File: src/rtl/serializer_sched_pkg.sv
// Shared types and constants for the serializer frame scheduler.
package serializer_sched_pkg;

    typedef enum logic [1:0] {
        ST_IDLE = 2'd0,
        ST_LOAD = 2'd1,
        ST_RUN  = 2'd2,
        ST_COOL = 2'd3
    } sched_state_e;

    localparam int unsigned FRAME_BITS             = 256;
    localparam logic [3:0]  EXPECTED_SAMPLES       = 4'd8;
    localparam int unsigned DEFAULT_TIMEOUT_CYCLES = 300;

endpackage

File: src/rtl/serializer_frame_scheduler_rr_arbiter.sv
// Masked round-robin pick: search starts one past the last granted index.
module rr_arbiter #(
    parameter int unsigned NUM_REQ = 4
) (
    input  logic                       CLK,
    input  logic                       RESET,
    input  logic [NUM_REQ-1:0]         req,
    input  logic [NUM_REQ-1:0]         mask,
    input  logic                       advance,
    output logic [NUM_REQ-1:0]         grant_c,
    output logic [$clog2(NUM_REQ)-1:0] index_c,
    output logic                       any_c
);

    localparam int unsigned IDX_W = $clog2(NUM_REQ);

    logic [IDX_W-1:0]   r_ptr;
    logic [NUM_REQ-1:0] w_elig;
    logic [IDX_W-1:0]   w_cand;
    logic               w_found;

    assign w_elig = req & ~mask;
    assign any_c  = w_found;

    // First eligible requester walking upward from r_ptr+1, wrapping to 0.
    always_comb begin
        grant_c = '0;
        index_c = '0;
        w_found = 1'b0;
        w_cand  = '0;
        for (int unsigned k = 1; k <= NUM_REQ; k++) begin
            w_cand = IDX_W'((32'(r_ptr) + k) % NUM_REQ);
            if (!w_found && w_elig[w_cand]) begin
                w_found          = 1'b1;
                index_c          = w_cand;
                grant_c[w_cand]  = 1'b1;
            end
        end
    end

    // Pointer moves only when a grant is actually issued.
    always_ff @(posedge CLK) begin
        if (!RESET) begin
            r_ptr <= IDX_W'(NUM_REQ - 1);
        end else if (advance && w_found) begin
            r_ptr <= index_c;
        end
    end

endmodule

File: src/rtl/serializer_frame_scheduler.sv
// Round-robin owner of one shared serializer; sequences READY and returns DONE.
// Optional RUN watchdog abort is built when SER_SCHED_WATCHDOG_EN is defined.
module serializer_frame_scheduler
    import serializer_sched_pkg::*;
#(
    parameter int unsigned NUM_REQ        = 4,
    parameter int unsigned TIMEOUT_CYCLES = DEFAULT_TIMEOUT_CYCLES
) (
    input  logic                       CLK,
    input  logic                       RESET,
    input  logic [NUM_REQ-1:0]         REQ,
    output logic [NUM_REQ-1:0]         GRANT,
    output logic [$clog2(NUM_REQ)-1:0] SEL,
    output logic [NUM_REQ-1:0]         DONE,
    output logic                       SER_READY,
    input  logic                       SER_COMPLETE,
    input  logic [3:0]                 SER_SAMPLE_COUNT,
    output logic                       BUSY,
    output logic                       ERROR
);

    localparam int unsigned SEL_W = $clog2(NUM_REQ);

    sched_state_e r_state, w_state_nxt;

    logic [NUM_REQ-1:0] r_grant, w_grant_nxt;
    logic [SEL_W-1:0]   r_sel,   w_sel_nxt;
    logic [NUM_REQ-1:0] r_done,  w_done_nxt;
    logic               r_ser_ready, w_ser_ready_nxt;
    logic               r_busy,  w_busy_nxt;
    logic               r_error, w_error_nxt;

    logic [NUM_REQ-1:0] w_arb_mask;
    logic [NUM_REQ-1:0] w_arb_grant;
    logic [SEL_W-1:0]   w_arb_idx;
    logic               w_arb_any;
    logic               w_arb_adv;
    logic               w_wd_expire;

    // The finishing owner sits out only the arbitration made from COOL.
    assign w_arb_mask = (r_state == ST_COOL) ? r_grant : '0;

    rr_arbiter #(
        .NUM_REQ (NUM_REQ)
    ) u_arb (
        .CLK     (CLK),
        .RESET   (RESET),
        .req     (REQ),
        .mask    (w_arb_mask),
        .advance (w_arb_adv),
        .grant_c (w_arb_grant),
        .index_c (w_arb_idx),
        .any_c   (w_arb_any)
    );

`ifdef SER_SCHED_WATCHDOG_EN
    localparam int unsigned WD_W = 9;

    logic [WD_W-1:0] r_wd_cnt;

    // Counts completed RUN cycles; restarts with every new frame.
    always_ff @(posedge CLK) begin
        if (!RESET) begin
            r_wd_cnt <= '0;
        end else if (w_state_nxt == ST_LOAD) begin
            r_wd_cnt <= '0;
        end else if (r_state == ST_RUN) begin
            r_wd_cnt <= r_wd_cnt + WD_W'(1);
        end
    end

    assign w_wd_expire = (r_state == ST_RUN) &&
                         (r_wd_cnt == WD_W'(TIMEOUT_CYCLES - 1));
`else
    assign w_wd_expire = 1'b0;
`endif

    // Next-state and next-output decode.
    always_comb begin
        w_state_nxt     = r_state;
        w_grant_nxt     = r_grant;
        w_sel_nxt       = r_sel;
        w_done_nxt      = '0;
        w_ser_ready_nxt = 1'b0;
        w_busy_nxt      = r_busy;
        w_error_nxt     = r_error;
        w_arb_adv       = 1'b0;

        case (r_state)
            ST_IDLE: begin
                if (w_arb_any) begin
                    w_state_nxt = ST_LOAD;
                    w_grant_nxt = w_arb_grant;
                    w_sel_nxt   = w_arb_idx;
                    w_busy_nxt  = 1'b1;
                    w_arb_adv   = 1'b1;
                end else begin
                    w_grant_nxt = '0;
                    w_sel_nxt   = '0;
                    w_busy_nxt  = 1'b0;
                end
            end

            ST_LOAD: begin
                w_state_nxt     = ST_RUN;
                w_ser_ready_nxt = 1'b1;
                w_busy_nxt      = 1'b1;
            end

            ST_RUN: begin
                w_busy_nxt = 1'b1;
                // COMPLETE wins over a coincident watchdog expiry.
                if (SER_COMPLETE) begin
                    w_state_nxt = ST_COOL;
                    w_done_nxt  = r_grant;
                    if (SER_SAMPLE_COUNT != EXPECTED_SAMPLES) begin
                        w_error_nxt = 1'b1;
                    end
                end else if (w_wd_expire) begin
                    w_state_nxt = ST_COOL;
                    w_done_nxt  = r_grant;
                    w_error_nxt = 1'b1;
                end else begin
                    w_ser_ready_nxt = 1'b1;
                end
            end

            ST_COOL: begin
                if (w_arb_any) begin
                    w_state_nxt = ST_LOAD;
                    w_grant_nxt = w_arb_grant;
                    w_sel_nxt   = w_arb_idx;
                    w_busy_nxt  = 1'b1;
                    w_arb_adv   = 1'b1;
                end else begin
                    w_state_nxt = ST_IDLE;
                    w_grant_nxt = '0;
                    w_sel_nxt   = '0;
                    w_busy_nxt  = 1'b0;
                end
            end

            default: begin
                w_state_nxt = ST_IDLE;
                w_grant_nxt = '0;
                w_sel_nxt   = '0;
                w_busy_nxt  = 1'b0;
            end
        endcase
    end

    // State and output registers.
    always_ff @(posedge CLK) begin
        assert (NUM_REQ >= 2 && NUM_REQ <= 8 && TIMEOUT_CYCLES >= FRAME_BITS + 4)
            else $error("serializer_frame_scheduler: illegal NUM_REQ/TIMEOUT_CYCLES");
        if (!RESET) begin
            r_state     <= ST_IDLE;
            r_grant     <= '0;
            r_sel       <= '0;
            r_done      <= '0;
            r_ser_ready <= 1'b0;
            r_busy      <= 1'b0;
            r_error     <= 1'b0;
        end else begin
            r_state     <= w_state_nxt;
            r_grant     <= w_grant_nxt;
            r_sel       <= w_sel_nxt;
            r_done      <= w_done_nxt;
            r_ser_ready <= w_ser_ready_nxt;
            r_busy      <= w_busy_nxt;
            r_error     <= w_error_nxt;
        end
    end

    assign GRANT     = r_grant;
    assign SEL       = r_sel;
    assign DONE      = r_done;
    assign SER_READY = r_ser_ready;
    assign BUSY      = r_busy;
    assign ERROR     = r_error;

endmodule
File: config.mk
export PLATFORM = sky130hd
export DESIGN_NAME = serializer_frame_scheduler
export DESIGN_NICKNAME = d
export VERILOG_FILES = /design/src/rtl/serializer_sched_pkg.sv /design/src/rtl/serializer_frame_scheduler_rr_arbiter.sv /design/src/rtl/serializer_frame_scheduler.sv
export SDC_FILE = /design/constraint.sdc
export NUM_CORES = 1
export LEC_CHECK = 0
export CAP_MARGIN = 40
export CORE_UTILIZATION = 54
export CTS_CLUSTER_DIAMETER = 200
export DETAILED_ROUTE_END_ITERATION = 8
export PLACE_DENSITY_LB_ADDON = 0.12
export SETUP_SLACK_MARGIN = 0.02
export SLEW_MARGIN = 0
export SYNTH_ARGS = -nofsm -noshare
export SYNTH_HDL_FRONTEND = slang
export SYNTH_SLANG_ARGS = --single-unit
File: constraint.sdc
create_clock -name CLK -period 5.89 [get_ports CLK]
set_input_delay 1.178 -clock CLK [delete_from_list [all_inputs] [get_ports CLK]]
set_output_delay 1.178 -clock CLK [all_outputs]
set_load 0.05 [all_outputs]
==> results.toml <==
[setup_path]
regToRegStartpoint = "u_arb.r_ptr[0]"
arrival_ns = 3.01
r2r-end = "GRANT[3]"
startpoint_type = "primary input"
crit_type = "in2reg"
r2r_setup_slack_ns = 3.64
path_max_fanout = 4
worstPathRequired_ns = 6.12
setup.worst_path.end_class = "flop"
reg2reg_depth = 7

[drt]
first_iter_violations = 17
ant_nets = 0
firstDrtPassIters = 4
wire_per_inst_um = 13.8
vias_per_cell = 5.51
drt-total-wl_um = 2370
vias = 947
drc = 0

[clock_tree]
cts_sinks = 17
cts_resized = 0
ctsHoldBuffers = 0
post_cts_buffers = 0
cts_tree = "yes"
cts.root.buffer_cell = "clkbuf_4"
htreeDepth = 1
clk_pin_slew_ns = 0.09
clockBufferDepth = 2
clock_latency_ns = 0.29
numCtsBuffers = 3

[pwr]
ir_drop_v = 0.000397
power-per-cell-area_nw_per_um2 = 453
p_leak_uw = 0.000593

[sta]
finalCritPeriodShare = 0.471
slew_headroom = 0.662
setup_viol = 0
rsz0062_at_grt = "no"
slew_viol_final = 0
fin_crit_ns = 2.78
clock.fmax_mhz = 360
report.final.hold_viol_count = 0
max_slew.worst_pin.slew_ns = 0.505
skew_ns = 0.00351
setup_tns_ns = 0

[logic_synthesis]
netlist_area_sq_um = 1140
syn-num-nets = 145
avgSynthCellArea_sq_um = 9.46
synth_area_leader_cell = "dfxtp_1"
ys_warn_count = 0
synth_ff_type = "dfxtp_1"
yosys_register_bits = 17
synth_top_cell_area_share = 0.297
synth_area_leaders = "dfxtp_1 (30%), ha_1 (14%), mux4_2 (3.9%), nand2_1 (3.9%), inv_1 (3.6%)"
synthDistinctLibCells = 39
ys_seq_area_frac = 0.297
synth-edff-count = 0
synth.most_common_cell = "dfxtp_1"
yosys-top-cells-count = "dfxtp_1 (17), ha_1 (13), nand2_1 (12)"
syn-instance-count = 121
async_reset_ff_frac = 0

[min_path]
holdPathStages = 2
holdPathEnd = "SEL[0]"
hold_path_class = "reg2reg"
hold_start = "SEL[0]"

[cells_and_area]
layout-drive-gt1-share = 0.110
syn_to_final_growth_pct = 24.0
fillCellCount = 160
nets = 170
final_cells = 172
post-route-util = 0.717
diodes = 0

[grt]
overflow = 0
grt_pass1_wl_um = 3620
grt_pass1_vias = 834
antenna_found_initial = 0
grtUsageTotal = 0.231
grt_max_degree = 11

[status]
status = "completed"

[run]
cap_violations = 0

[placed_design]
place_congestion = 0.850
numPortBuffers = 23
dp_hpwl_um = 1860
place_inst = 168

[floorplan]
die_y_um = 48.0
rows = 16
ios = 24
core_area_sq_um = 1980
start_util = 0.578
dieArea_sq_um = 2310
die_x_um = 48.0
## cell usage in the layout (no fill, tap or decap), types with 2 or more instances in the layout
cell	Yosys	final
nand2b_1	2	2
inv_1	11	11
clkdlybuf4s50_1	0	23
a21boi_0	2	2
nand2_1	12	12
a221oi_1	4	4
ha_1	13	13
mux4_2	2	2
or3_1	2	2
mux2_4	2	2
nand3_1	3	3
a21oi_1	4	4
o211ai_1	4	4
a21oi_2	3	3
xnor2_1	2	2
nor2b_1	2	2
dfxtp_1	17	17
clkbuf_4	0	3
mux2i_1	3	3
nor2_1	2	2
a21boi_1	5	5
and2_1	6	6
## stage by stage
| stage | power (uW) | hold slack (ns) | instance area (sq um) | worst slack [ns] |
|---|---|---|---|---|
| global placement | 571 | 0.444 | 1390 | 2.86 |
| detailed placement | 582 | 0.455 | 1390 | 2.80 |
| global route | 698 | 0.518 | 1420 | 2.93 |
| finish | 643 | 0.468 | 1420 | 3.11 |
| floorplan | 486 | 0.546 | 1140 | 3.36 |
| CTS | 644 | 0.469 | 1420 | 3.12 |
## power breakdown
part / switching [uW] / internal (uW) / total, uW
Clock: 35.5 / 26.4 / 62.0
Combinational: 233 / 165 / 398
Sequential: 36.7 / 146 / 183
Total: 305 / 338 / 643
## kinds of logic after synthesis
kind of cell / share of synthesized area
AO/OA/AOI/OAI: 0.220
AND/OR/NAND/NOR: 0.172
flip-flops: 0.297
buffers and inverters: 0.0525
adder cells (fa/ha/maj): 0.142
multiplexers: 0.102
XOR/XNOR: 0.0153
## critical path, cell delays in order
cell and delay, ns:
clkdlybuf4s50_1 0.50, a21boi_1 0.28, mux2i_1 0.19, or3_1 0.36
a21oi_2 0.24, a221oi_1 0.12, a21oi_1 0.13
## metal layers
metal / share of wire / global-route usage / vias up / routed length (um)
met1: 0.51 / 0.302 / 437 / 1200
met3: 0.044 / 0.0453 / 5 / 105
met5: 0 / 0 / - / 0
met4: 0.019 / 0.100 / 0 / 45
met2: 0.43 / 0.368 / 27 / 1020
li1: - / - / 478 / -
## sequential cells by signal, indices dropped and copies added (netlist names)
signal / cells
GRANT: 4
SER_READY: 1
ERROR: 1
SEL: 2
u_arb.r_ptr: 2
DONE: 4
r_state: 2
BUSY: 1
## layout make-up
| cell class | instances | area [sq um] | area share |
|---|---|---|---|
| flip-flops and latches | 17 | 340 | 0.240 |
| clock buffers | 4 | 26.3 | 0.0185 |
| well taps | 27 | 33.8 | 0.0238 |
| multi-input cells | 89 | 744 | 0.524 |
| repair buffers | 23 | 230 | 0.162 |
| inverters | 12 | 45.0 | 0.0317 |
## worst max path at each step
stage	from	endpoint	slack, ns	cells after the start
after floorplan	REQ[1]	r_state[0]	3.36	6
after global placement	REQ[1]	r_state[0]	2.86	7
after detailed placement	REQ[1]	r_state[0]	2.80	7
after CTS	REQ[1]	r_state[0]	3.12	7
after global routing	REQ[0]	GRANT[3]	2.93	7
final	REQ[0]	GRANT[3]	3.11	7
No activity file was read; power rests on OpenSTA's default activity.
